--- config.mk ---
export PLATFORM = sky130hd
export DESIGN_NAME = mem_bridge
export DESIGN_NICKNAME = d
export VERILOG_FILES = /design/src/rtl/mem_bridge.sv
export SDC_FILE = /design/constraint.sdc
export NUM_CORES = 1
export LEC_CHECK = 0
export BUFFER_PORTS_ARGS = -buffer_cell sky130_fd_sc_hd__buf_2
export CELL_PAD_IN_SITES_DETAIL_PLACEMENT = 0
export CELL_PAD_IN_SITES_GLOBAL_PLACEMENT = 1
export CORE_ASPECT_RATIO = 0.75
export CORE_MARGIN = 1.5
export CORE_UTILIZATION = 30
export DETAILED_ROUTE_END_ITERATION = 12
export HOLD_SLACK_MARGIN = 0.08
export PLACE_DENSITY_LB_ADDON = 0.15
export SKIP_CTS_REPAIR_TIMING = 1
export SLEW_MARGIN = 20
export SYNTH_ARGS = -nofsm -noshare
export SYNTH_HDL_FRONTEND = slang
export SYNTH_SLANG_ARGS = --single-unit
--- constraint.sdc ---
create_clock -name clk -period 1.7 [get_ports clk]
set_input_delay 0.17 -clock clk [delete_from_list [all_inputs] [get_ports clk]]
set_output_delay 0.17 -clock clk [all_outputs]
set_load 0.02 [all_outputs]
--- src/rtl/mem_bridge.sv ---
// mem_bridge: bridges the datapath memory request interface (mem_*) onto a
// 16-bit physical memory port (pmem_*). It handles one transaction at a time.
// A wait counter aborts the transaction when pmem_resp does not arrive within
// TIMEOUT request cycles.
//
// Ports
//   clk, rst_n                 clock, asynchronous active-low reset
//   mem_read, mem_write        request from control, held until mem_resp
//   mem_byte                   1 = byte access, 0 = word access
//   mem_address, mem_wdata     byte address and store data from the datapath
//   mem_rdata                  read data back to the datapath (registered)
//   mem_resp, mem_error        one-cycle completion / timeout-abort pulses
//   pmem_read, pmem_write      physical strobes (registered)
//   pmem_address, pmem_wdata   word-aligned address and lane-replicated data
//   pmem_byte_enable           lane enables, bit1 = [15:8], bit0 = [7:0]
//   pmem_rdata, pmem_resp      physical read data and completion
module mem_bridge #(
    parameter int unsigned TIMEOUT = 64
) (
    input  logic        clk,
    input  logic        rst_n,
    input  logic        mem_read,
    input  logic        mem_write,
    input  logic        mem_byte,
    input  logic [15:0] mem_address,
    input  logic [15:0] mem_wdata,
    output logic [15:0] mem_rdata,
    output logic        mem_resp,
    output logic        mem_error,
    output logic        pmem_read,
    output logic        pmem_write,
    output logic [15:0] pmem_address,
    output logic [15:0] pmem_wdata,
    output logic [1:0]  pmem_byte_enable,
    input  logic [15:0] pmem_rdata,
    input  logic        pmem_resp
);

    typedef enum logic [1:0] {
        ST_IDLE = 2'd0,
        ST_REQ  = 2'd1,
        ST_DONE = 2'd2,
        ST_ERR  = 2'd3
    } state_t;

    // Count value at which a REQ edge without pmem_resp aborts.
    localparam logic [7:0] LAST_COUNT = 8'(TIMEOUT - 1);

    // Only byte writes narrow the lanes; reads always fetch the whole word.
    function automatic logic [1:0] lane_enables(input logic is_write,
                                                input logic is_byte,
                                                input logic addr_lsb);
        logic [1:0] be_s;
        if (is_write && is_byte) begin
            if (addr_lsb) begin
                be_s = 2'b10;
            end else begin
                be_s = 2'b01;
            end
        end else begin
            be_s = 2'b11;
        end
        return be_s;
    endfunction

    // Byte stores replicate the low byte so either lane carries it.
    function automatic logic [15:0] lane_data(input logic is_write,
                                              input logic is_byte,
                                              input logic [15:0] data);
        logic [15:0] d_s;
        if (is_write && is_byte) begin
            d_s = {data[7:0], data[7:0]};
        end else begin
            d_s = data;
        end
        return d_s;
    endfunction

    state_t      state_r, state_next_s;
    logic [7:0]  cnt_r, cnt_next_s;
    logic        op_write_r, op_write_next_s;
    logic        rd_r, rd_next_s;
    logic        wr_r, wr_next_s;
    logic [15:0] addr_r, addr_next_s;
    logic [15:0] wdata_r, wdata_next_s;
    logic [1:0]  be_r, be_next_s;
    logic [15:0] rdata_r, rdata_next_s;
    logic        resp_r, resp_next_s;
    logic        error_r, error_next_s;
    logic        timeout_s;

    assign timeout_s = (cnt_r == LAST_COUNT);

    // State register.
    always_ff @(posedge clk or negedge rst_n) begin
        if (!rst_n) begin
            state_r <= ST_IDLE;
        end else begin
            state_r <= state_next_s;
        end
    end

    // Next-state logic; pmem_resp beats a coincident timeout.
    always_comb begin
        state_next_s = state_r;
        case (state_r)
            ST_IDLE: begin
                if (mem_write || mem_read) begin
                    state_next_s = ST_REQ;
                end else begin
                    state_next_s = ST_IDLE;
                end
            end
            ST_REQ: begin
                if (pmem_resp) begin
                    state_next_s = ST_DONE;
                end else if (timeout_s) begin
                    state_next_s = ST_ERR;
                end else begin
                    state_next_s = ST_REQ;
                end
            end
            ST_DONE: state_next_s = ST_IDLE;
            ST_ERR:  state_next_s = ST_IDLE;
            default: state_next_s = ST_IDLE;
        endcase
    end

    // Next values of the registered outputs and of the wait counter.
    always_comb begin
        cnt_next_s      = cnt_r;
        op_write_next_s = op_write_r;
        rd_next_s       = rd_r;
        wr_next_s       = wr_r;
        addr_next_s     = addr_r;
        wdata_next_s    = wdata_r;
        be_next_s       = be_r;
        rdata_next_s    = rdata_r;
        resp_next_s     = 1'b0;
        error_next_s    = 1'b0;
        case (state_r)
            ST_IDLE: begin
                if (mem_write || mem_read) begin
                    // Write wins when both requests are high.
                    op_write_next_s = mem_write;
                    rd_next_s       = ~mem_write;
                    wr_next_s       = mem_write;
                    addr_next_s     = {mem_address[15:1], 1'b0};
                    wdata_next_s    = lane_data(mem_write, mem_byte, mem_wdata);
                    be_next_s       = lane_enables(mem_write, mem_byte, mem_address[0]);
                    cnt_next_s      = 8'd0;
                end else begin
                    rd_next_s = 1'b0;
                    wr_next_s = 1'b0;
                end
            end
            ST_REQ: begin
                if (pmem_resp) begin
                    rd_next_s   = 1'b0;
                    wr_next_s   = 1'b0;
                    resp_next_s = 1'b1;
                    if (!op_write_r) begin
                        rdata_next_s = pmem_rdata;
                    end else begin
                        rdata_next_s = rdata_r;
                    end
                end else if (timeout_s) begin
                    rd_next_s    = 1'b0;
                    wr_next_s    = 1'b0;
                    resp_next_s  = 1'b1;
                    error_next_s = 1'b1;
                    // An aborted read returns zero; writes leave read data alone.
                    if (!op_write_r) begin
                        rdata_next_s = 16'h0000;
                    end else begin
                        rdata_next_s = rdata_r;
                    end
                end else begin
                    cnt_next_s = cnt_r + 8'd1;
                end
            end
            ST_DONE: begin
                rd_next_s = 1'b0;
                wr_next_s = 1'b0;
            end
            ST_ERR: begin
                rd_next_s = 1'b0;
                wr_next_s = 1'b0;
            end
            default: begin
                rd_next_s = 1'b0;
                wr_next_s = 1'b0;
            end
        endcase
    end

    // Output and counter registers; reset drops strobes without a clock edge.
    always_ff @(posedge clk or negedge rst_n) begin
        if (!rst_n) begin
            cnt_r      <= 8'd0;
            op_write_r <= 1'b0;
            rd_r       <= 1'b0;
            wr_r       <= 1'b0;
            addr_r     <= 16'h0000;
            wdata_r    <= 16'h0000;
            be_r       <= 2'b00;
            rdata_r    <= 16'h0000;
            resp_r     <= 1'b0;
            error_r    <= 1'b0;
        end else begin
            cnt_r      <= cnt_next_s;
            op_write_r <= op_write_next_s;
            rd_r       <= rd_next_s;
            wr_r       <= wr_next_s;
            addr_r     <= addr_next_s;
            wdata_r    <= wdata_next_s;
            be_r       <= be_next_s;
            rdata_r    <= rdata_next_s;
            resp_r     <= resp_next_s;
            error_r    <= error_next_s;
        end
    end

    assign pmem_read        = rd_r;
    assign pmem_write       = wr_r;
    assign pmem_address     = addr_r;
    assign pmem_wdata       = wdata_r;
    assign pmem_byte_enable = be_r;
    assign mem_rdata        = rdata_r;
    assign mem_resp         = resp_r;
    assign mem_error        = error_r;

endmodule

# Word-level counts from Yosys, hierarchy flattened
# Cells that the tools add are included.
[classes]
n_addsub = 1
n_mul = 0
div_mod_pow = 0
n_lt_le_gt_ge = 0
eq_ne = 8
shift = 0
n_mux = 26
n_bitwise = 2
n_reduce_logical = 9
[op_table]
columns = ["cell", "count"]
rows = [
  ["16-bit two-way mux", 5],
  ["8-bit two-way mux", 3],
  ["8-bit case mux with 2 select lines", 1],
  ["1-bit two-way mux", 10],
  ["8-bit by 1-bit adder with 8-bit output, second input constant", 1],
  ["8-bit by 6-bit equality test with 1-bit output, second input constant", 1],
  ["2-bit two-way mux", 4],
  ["2-bit != test, second input constant", 3],
  ["1-bit case mux with 3 select lines", 2],
  ["2-bit case mux with 3 select lines", 1],
  ["2-bit equality test, second input constant", 2],
  ["4-bit AND reduction", 1],
  ["2-bit nonzero test", 2],
  ["3-bit != test, second input constant", 1],
  ["3-bit AND reduction", 1],
  ["2-bit by 1-bit equality test with 1-bit output, second input constant", 1],
  ["2-bit zero test", 1],
  ["1-bit inverter", 2],
  ["2-bit AND reduction", 1],
  ["2-bit OR reduction", 1],
  ["1-bit logical AND", 1],
  ["1-bit logical OR", 1],
]
[word_totals]
register_bits = 64
latchBits = 0
ram_bits = 0
mem_bits_ro = 0
in_bits = 54
n_memories = 0

# Logic depth before layout (Yosys ltp)
# Gate-level depths: netlist of the first run.
[logic_depth]
ltp_word = 4
depth_mapped = 6
ltp_nobuf = 5

# Worst setup path before layout of the first run
# OpenSTA, ideal clock, no wires.
[synth_path]
path_kind = "register to register"
startpoint = "register cnt_r[0]"
endpoint = "register cnt_r[6]"
setup_ns = 0.118
t_arrival_ns = 1.571
path_slack_ns = 0.011
path_stages_with_launch = 6
path_buffers = 0
period_less_slack_ns = 1.689
path_cell_list = "dfrtp_1 > ha_1 > nand4_2 > o21ai_4 > mux2_2 > a21o_1"
[synth_between]
elab_chain_len = 4
[synth_rtl]
columns = ["element", "line", "rtl"]
rows = [
  ["start, declared", "80", "logic [7:0] cnt_r, cnt_next_s;"],
  ["start signal, assigned", "211", "cnt_r <= cnt_next_s;"],
  ["8-bit by 1-bit adder with 8-bit output", "179", "cnt_next_s = cnt_r + 8'd1;"],
  ["8-bit two-way mux", "167", "end else if (timeout_s) begin"],
  ["8-bit two-way mux", "158", "if (pmem_resp) begin"],
  ["8-bit case mux with 2 select lines", "141", "case (state_r)"],
]
# Several ways; a longest one is shown, not always the timed one. The select of a mux whose other input is x is not followed.
# A chain may end at the register's enable or synchronous reset.

# Final worst setup path of the first run
[layout_path]
startpoint = "register cnt_r[7]"
endpoint = "register cnt_r[6]"
[layout_between]
elab_chain_len = 3
[layout_rtl]
columns = ["element", "line", "rtl"]
rows = [
  ["8-bit by 6-bit equality test with 1-bit output", "92", "assign timeout_s = (cnt_r == LAST_COUNT);"],
  ["2-bit != test (no source line)", "n/a", ""],
  ["4-bit AND reduction (no source line)", "n/a", ""],
]
# Every way passes these cells.

==> results of run 1 <==
worst max-delay path by stage:
stage,start,end,slack [ns],cells after the start
2_1_floorplan,cnt_r[0],cnt_r[6],0.01,5
3_3_place_gp,cnt_r[0],cnt_r[6],0.08,5
3_5_place_dp,cnt_r[0],cnt_r[6],0.03,5
4_1_cts,cnt_r[0],cnt_r[6],0.01,5
5_1_grt,cnt_r[0],cnt_r[3],0.009,6
6_report,cnt_r[7],cnt_r[6],0.07,4
sequential cells by signal, indices dropped and copies added, names as in the netlist:
| name | count |
|---|---|
| pmem_byte_enable | 2 |
| mem_error | 1 |
| pmem_address | 15 |
| mem_rdata | 16 |
| state_r | 2 |
| pmem_wdata | 16 |
| mem_resp | 1 |
| op_write_r | 1 |
| cnt_r | 8 |
| pmem_read | 1 |
| pmem_write | 1 |
cell families after synthesis:
family	count (synthesis)	share of synthesized area, %
fa+ha+maj	1	0.474
compound gates	46	13.7
mux	9	3.46
xor+xnor	1	0.332
flops	64	60.7
simple gates	112	19.0
other cells	1	0.142
buf+inv	12	2.23
metal layers:
metal	GRT usage [%]	up-vias	share of wire, %
met5	0	-	0
met4	4.72	0	0.94
met3	7.51	6	7.8
met2	19.9	78	41
met1	20.5	1080	50
li1	-	1143	-
cell type report:
| class | instances | area share, % |
|---|---|---|
| clock buffers | 11 | 6.27 |
| clock inverters | 3 | 1.06 |
| inverters | 1 | 0.0931 |
| multi-input cells | 170 | 24.9 |
| flip-flops and latches | 64 | 39.7 |
| well taps | 108 | 3.35 |
| repair buffers | 154 | 24.6 |
cell usage after synthesis (all sizes together) (2+ instances only):
master and n:
nand2 87, dfrtp 64, a22o 19, o21ai 16, mux2i 8, buf 6
clkbuf 5, nand3 4, nor2 4, nor3 3, a21o 2, and2 2
nand4 2, o21a 2
power groups by stage:
stage	registers, uW	logic, uW	clock network [uW]
detailed placement	2490	2830	0
global route	2560	3150	1970
finish	2470	2860	1820
CTS	2480	2840	1880
floorplan	3210	1040	0
global placement	2500	2820	0
worst reg2reg max path, stage by stage, from the launching register on:
cell and delay [ns]:
dfrtp_1 0.40, or3b_4 0.45, o21ai_4 0.14, mux2_2 0.35
a21o_1 0.17
metrics by stage:
stage	setup slack [ns]	utilization (%)	hold slack [ns]	instance area [um^2]	total power, uW
final	0.0728	47.5	0.0622	4030	7150
after global routing	0.00851	47.5	0.0817	4030	7680
after CTS	0.0114	43.1	-0.134	3660	7200
after detailed placement	0.0259	39.6	0.221	3360	5320
after global placement	0.0755	39.6	0.223	3360	5320
after floorplan	0.0110	-	-0.126	2640	4240
==> flow_summary.toml, run 1 <==
[die]
start_util_pct = 31.1
num_rows = 29
core_area_um2 = 8490
dieArea_um2 = 9380
io_pins = 108
die_h_um = 84.2
die_w_um = 111

[yosys]
ys_seq_elements = 64
synthArstFlopShare_pct = 100
synth_top_area_share_pct = 60.7
synth_area_leaders = "dfrtp_1, nand2_1, a22o_1"
synth_area_um2 = 2640
avgSynthCellArea_um2 = 10.7
syn_nets = 301
yosys_most_used_dff = "dfrtp_1"
synth-edff-count = 0
synth_area_leader_cell = "dfrtp_1"
netlist_instances = 246
synth_cell_type_count = 44
ys_seq_area_share_pct = 60.7
ys_warn_count = 0

[place]
dp_cells = 461
globalplace.congestion = 0.765
dp_hpwl_mm = 4.50
io_buffers = 106

[sta]
fmax_mhz = 615
finalSetupViolCount = 0
hold_violations = 0
post-route-period-util_pct = 95.7
worstMarginPinSlew_ns = 0.577
rsz0062_at_grt = "false"
finalSetupTns_ns = 0
maxSlewViolCount = 0
finClkSkew_ns = 0.00490
min_period_ns = 1.63
slew_headroom_pct = 61.4

[grt]
track_usage_pct = 14.8
grt_pass1_wl_mm = 10.8
overflow = 0
grt_pass1_vias = 2153
antenna_found_initial = 0
grt_max_degree = 65

[critical_path]
slowest_delay_ns = 0.45
cp-start-kind = "flip-flop"
r2r_end = "cnt_r[6]"
cp_max_fo = 4
rr_startpoint = "cnt_r[7]"
worstPathRequired_ns = 1.91
end_kind = "flip-flop"
slowest_stage = "or3b_4"
path_cells = "or3b_4 -> o21ai_4 -> mux2_2 -> a21o_1"
cp.arrival_ns = 1.84
reg2reg_depth = 4
r2r_slack_ns = 0.07
critical-path-top-delay-family = "simple AND/OR/NAND/NOR gates"
crit_buf_inv = 0
criticalPathCategory = "reg -> reg"

[finish]
antenna_cells = 0
layout_commonest_cell = "buf_2"
drive_gt1_share_pct = 35.5
multiInputGateArea_um2 = 1000
layout.cells.non_filler = 511
mostFrequentLayoutCells = "buf_2, nand2_1, dfrtp_1"
regArea_um2 = 1600
area.growth.synth_to_final_pct = 52.7
nets = 455
fillers = 816

[clock_tree]
cts-root-buf = "clkbuf_16"
cts_buffer_depth = 2
numCtsBuffers = 9
clock_latency_ns = 0.33
clkTransAtPathRegs_ns = 0.05
clock-sinks = 64
cts_tree = "done"
htree_levels = 3

[route]
initialDrtViolationCount = 96
ant_nets = 0
drc = 0
drt-total-wl_mm = 6.78
dr.pass1.iters = 4
num_vias = 2307
wl_per_cell_um = 13.3
via_per_inst = 4.51

[power_and_ir_drop]
p_sw_share_pct = 38.1
p_switching_uw = 2720
pwr-share-seq_pct = 34.6
clkPwrFrac_pct = 25.4
vdd_ir_drop_max_mv = 0.938
p_leak_uw = 0.00217
p_int_uw = 4430
combPwrFrac_pct = 40.0
p_per_area_nw_per_um2 = 1770

[worst_hold_path]
worstHoldPathType = "in -> reg"
hold_path.startpoint = "mem_wdata[7]"
min_to = "pmem_wdata[7]"
worstHoldPathCells = 3

[flow_run]
drv_cap = 0

[outcome]
outcome = "completed"
No activity file was read; power rests on OpenSTA's default activity.
==> run 2: changes to the inputs <==
--- a/config.mk
+++ b/config.mk
@@ -8,7 +8,6 @@
 export BUFFER_PORTS_ARGS = -buffer_cell sky130_fd_sc_hd__buf_2
 export CELL_PAD_IN_SITES_DETAIL_PLACEMENT = 0
 export CELL_PAD_IN_SITES_GLOBAL_PLACEMENT = 1
-export CORE_ASPECT_RATIO = 0.75
 export CORE_MARGIN = 1.5
 export CORE_UTILIZATION = 30
 export DETAILED_ROUTE_END_ITERATION = 12
==> flow_summary.toml, run 2 (synthesis results as in run 1) <==
[critical_path]
crit_path_end = "cnt_r[3]"
criticalPathCategory = "reg -> reg"
cp.arrival_ns = 1.85
r2r_slack_ns = 0.07
r2r_end = "cnt_r[3]"
cp_max_fo = 8
startpoint = "cnt_r[7]"
rr_startpoint = "cnt_r[7]"
cp-start-kind = "flip-flop"
end_kind = "flip-flop"
reg2reg_depth = 4
worstPathRequired_ns = 1.92

[die]
start_util_pct = 30.6
io_pins = 108
num_rows = 34
die_h_um = 96.8
dieArea_um2 = 9370
die_w_um = 96.8
core_area_um2 = 8640

[sta]
min_period_ns = 1.63
worstMarginPinSlew_ns = 0.520
setup_slack_ns = 0.0712
hold_violations = 0
maxSlewViolCount = 0
whs_ns = 0.103
post-route-period-util_pct = 95.8
finalSetupViolCount = 0
finClkSkew_ns = 0.00556
rsz0062_at_grt = "false"
finalSetupTns_ns = 0
slew_headroom_pct = 65.2
fmax_mhz = 614

[finish]
final_area_um2 = 4020
drive_gt1_share_pct = 34.6
regArea_um2 = 1600
mostFrequentLayoutCells = "buf_2, nand2_1, dfrtp_1"
layout_commonest_cell = "buf_2"
multiInputGateArea_um2 = 1000
fillers = 851
nets = 460
antenna_cells = 0
area.growth.synth_to_final_pct = 52.3
layout.cells.non_filler = 518

[place]
io_buffers = 106
dp_cells = 460
globalplace.congestion = 0.783
dp_hpwl_mm = 4.53
dp_slack_ns = 0.0355
placed_cell_area_um2 = 3370

[route]
initialDrtViolationCount = 62
wl_per_cell_um = 13.5
dr.pass1.iters = 4
via_per_inst = 4.55
drt-total-wl_mm = 7.01
drc = 0
ant_nets = 0
num_vias = 2359

[grt]
grt_max_degree = 65
overflow = 0
grt_pass1_vias = 2140
track_usage_pct = 15.0
antenna_found_initial = 0
grt_pass1_wl_mm = 11.0

[power_and_ir_drop]
vdd_ir_drop_max_mv = 0.630
p_leak_uw = 0.00216
p_per_area_nw_per_um2 = 1700

[clock_tree]
clock-sinks = 64
cts_tree = "done"
clock_latency_ns = 0.34
cts_buffer_depth = 2
clkTransAtPathRegs_ns = 0.07
cts-root-buf = "clkbuf_8"
numCtsBuffers = 9
htree_levels = 3

[worst_hold_path]
worstHoldPathType = "in -> reg"

[flow_run]
drv_cap = 0

[outcome]
outcome = "completed"
run 2: cell types whose count changed in the layout (fill, tap and decap cells not counted), sizes merged:
cell	before	now
buf	118	117
bufinv	1	2
clkinvlp	1	2
dlygate4sd3	36	42
run 2: layer usage:
layer | wire, um | track usage (%) | vias up
met3 | 439 | 5.64 | 9
li1 | - | - | 1150
met5 | 0 | 0 | -
met4 | 93 | 5.69 | 0
met1 | 3220 | 19.7 | 1127
met2 | 3260 | 22.5 | 73
run 2: worst min-delay path by stage:
stage / start / to / slack, ns / depth (start not counted)
after floorplan: rst_n / cnt_r[0] / -0.13 / 0
after global placement: rst_n / cnt_r[2] / 0.22 / 2
after detailed placement: rst_n / cnt_r[4] / 0.22 / 2
after CTS: rst_n / mem_rdata[11] / -0.16 / 2
after global routing: pmem_resp / mem_error / 0.09 / 2
final: pmem_resp / mem_error / 0.10 / 2
run 2: layout make-up:
class / count / share of cell area [%]
Clock buffer: 11 / 3.52
Clock inverter: 5 / 1.99
Inverter: 1 / 0.0934
Multi-Input combinational cell: 170 / 24.9
Sequential cell: 64 / 39.8
Tap cell: 108 / 3.36
Timing Repair Buffer: 159 / 26.3
run 2: report_power, final:
part | leakage, uW | switching (uW) | total [uW] | internal [uW]
sequential | 0.000803 | 336 | 2490 | 2150
clock | 0.000106 | 600 | 1460 | 864
combinational | 0.00125 | 1780 | 2870 | 1090
total | 0.00216 | 2710 | 6820 | 4100
run 2: stage by stage:
step	power, uW	util [%]
3_5_place_dp	5340	39.0
5_1_grt	7340	46.6
3_3_place_gp	5310	39.0
4_1_cts	6840	41.6
6_report	6820	46.6
2_1_floorplan	4240	-
run 2: worst max-delay path, stage by stage (launching register included):
cell and delay [ns]:
dfrtp_1 0.40, or3b_4 0.46, o21a_4 0.25, and3_1 0.19, a211o_1 0.22
==> run 3: changes to the inputs <==
--- a/config.mk
+++ b/config.mk
@@ -5,6 +5,7 @@
 export SDC_FILE = /design/constraint.sdc
 export NUM_CORES = 1
 export LEC_CHECK = 0
+export ABC_AREA = 1
 export BUFFER_PORTS_ARGS = -buffer_cell sky130_fd_sc_hd__buf_2
 export CELL_PAD_IN_SITES_DETAIL_PLACEMENT = 0
 export CELL_PAD_IN_SITES_GLOBAL_PLACEMENT = 1
==> flow_summary.toml, run 3 <==
[outcome]
outcome = "completed"

[route]
initialDrtViolationCount = 72
top_layer = "met4"
drc = 0
drt-total-wl_mm = 7.04
wl_per_cell_um = 12.6
met1_length_mm = 3.18
num_vias = 2459
via_per_inst = 4.39
wl_met2_mm = 3.29
wl_met3_um = 460
ant_nets = 0
dr.pass1.iters = 4

[yosys]
synthArstFlopShare_pct = 100
syn_nets = 365
avgSynthCellArea_um2 = 8.70
synth_top_area_share_pct = 59.4
netlist_instances = 310
ys_seq_area_share_pct = 59.4
synth_common_cells = "nand2_1, dfrtp_1, nand4_1"
synth_cell_type_count = 24
synth_area_leaders = "dfrtp_1, nand2_1, nand4_1"
yosys_most_used_dff = "dfrtp_1"
synth_area_leader_cell = "dfrtp_1"
ys_warn_count = 0
synth-edff-count = 0
synth_area_um2 = 2700
ys_seq_elements = 64
yosysMostFrequentCell = "nand2_1"

[die]
dieArea_um2 = 9570
die_h_um = 97.8
start_util_pct = 30.9
io_pins = 108
core_area_um2 = 8720
num_rows = 34
die_w_um = 97.8

[sta]
finClkSkew_ns = 0.00427
setup_slack_ns = 0.193
whs_ns = 0.0891
finalSetupTns_ns = 0
min_period_ns = 1.51
maxSlewViolCount = 0
finalSetupViolCount = 0
fmax_mhz = 664
post-route-period-util_pct = 88.7
hold_violations = 0
rsz0062_at_grt = "false"

[grt]
track_usage_pct = 15.0
grt_pass1_wl_mm = 11.4
grt_pass1_vias = 2329
overflow = 0
grt_max_degree = 65
antenna_found_initial = 0

[power_and_ir_drop]
p_int_uw = 3700
p_per_area_nw_per_um2 = 1700
p_leak_uw = 0.00209
pwr-share-seq_pct = 37.9
clkPwrFrac_pct = 17.3
p_sw_share_pct = 43.2
vdd_ir_drop_max_mv = 0.610
p_switching_uw = 2810
combPwrFrac_pct = 44.8

[place]
dp_cells = 518
dp_slack_ns = 0.144
dp_hpwl_mm = 4.60
io_buffers = 106
placed_cell_area_um2 = 3370
globalplace.congestion = 0.726

[clock_tree]
clock_latency_ns = 0.33
cts_buffer_depth = 2
clock-sinks = 64
htree_levels = 3
numCtsBuffers = 9
cts-root-buf = "clkbuf_8"
cts_tree = "done"
clkTransAtPathRegs_ns = 0.07

[finish]
area.growth.synth_to_final_pct = 41.7
fillers = 879
layout.cells.non_filler = 560
antenna_cells = 0
nets = 505
mostFrequentLayoutCells = "nand2_1, buf_2, dfrtp_1"
layout_commonest_cell = "nand2_1"
final_area_um2 = 3820
drive_gt1_share_pct = 29.6

[critical_path]
worstPathRequired_ns = 1.92
slowest_stage = "dfrtp_1"
cp_max_fo = 7
cp.arrival_ns = 1.72
slowest_delay_ns = 0.39
cp-start-kind = "flip-flop"
criticalPathCategory = "reg -> reg"
crit_buf_inv = 1
cpMostUsedCell = "nand2_1"
end_kind = "flip-flop"
path_cells = "ha_1 -> nand2_1 -> nor2_1 -> nand2_2 -> nand2_1 -> inv_1 -> nand2_1 -> o21ai_0"
critical-path-top-delay-family = "simple AND/OR/NAND/NOR gates"

[flow_run]
drv_cap = 0

[worst_hold_path]
worstHoldPathType = "in -> reg"
-- run 3: cell count changes in the layout (fill, tap and decap cells not counted), sizes merged, moves of 11 or more --
cell,before,now
nor2,4,17
nand4,2,17
inv,1,12
a22o,19,0
dlygate4sd3,42,29
nand2,87,148
-- run 3: power by group through the flow --
stage               sequential [uW]  combinational, uW  clock [uW]
global placement               2490               2920           0
floorplan                      3210               1130           0
global route                   2540               3270        1230
finish                         2470               2920        1120
CTS                            2480               2920        1160
detailed placement             2500               2920           0
-- run 3: cell type report --
| type | instances | area, um^2 | share of cell area (%) |
|---|---|---|---|
| Inverter | 14 | 55.1 | 1.44 |
| Multi-Input combinational cell | 218 | 965 | 25.2 |
| Timing Repair Buffer | 143 | 906 | 23.7 |
| Tap cell | 108 | 135 | 3.54 |
| Clock inverter | 1 | 5.00 | 0.131 |
| Sequential cell | 64 | 1600 | 41.9 |
| Clock buffer | 12 | 155 | 4.06 |
-- run 3: worst paths after layout --
kind / to / cells after the start / startpoint / slack (ns)
setup / recovery: pmem_read / 8 / cnt_r[0] / 0.19
hold / removal: pmem_wdata[10] / 3 / mem_wdata[10] / 0.09
setup reg to reg: pmem_read / 8 / cnt_r[0] / 0.19
hold reg to reg: pmem_wdata[5] / 2 / pmem_wdata[5] / 0.46
max in group asynchronous: pmem_address[14] / 3 / rst_n / 1.01
min in group asynchronous: cnt_r[4] / 3 / rst_n / 0.35
-- run 3: routing by layer --
layer  vias to the layer above  track usage (%)
met2                        73             24.7
met4                         0             5.60
met1                      1110             17.9
met3                        10             5.80
met5                         -                0
li1                       1266                -
-- run 3: cell families after synthesis --
| logic type | count (synthesis) | share of synthesized area (%) |
|---|---|---|
| AND/OR/NAND/NOR | 195 | 30.4 |
| flip-flops | 64 | 59.4 |
| buffers and inverters | 28 | 4.87 |
| AO/OA/AOI/OAI | 18 | 3.76 |
| XOR/XNOR | 3 | 0.974 |
| adder cells (fa/ha/maj) | 1 | 0.464 |
| other | 1 | 0.139 |
-- run 3: stage by stage --
stage | utilization [%] | power (uW)
after floorplan | - | 4340
after global placement | 38.6 | 5400
after detailed placement | 38.6 | 5410
after CTS | 40.5 | 6560
after global routing | 43.8 | 7050
final | 43.8 | 6510
-- run 3: worst register-to-register path: stages (launching register included) --
cell and delay (ns):
dfrtp_1 0.39, ha_1 0.18, nand2_1 0.07, nor2_1 0.13, nand2_2 0.10, nand2_1 0.21, inv_1 0.15, nand2_1 0.09
o21ai_0 0.07
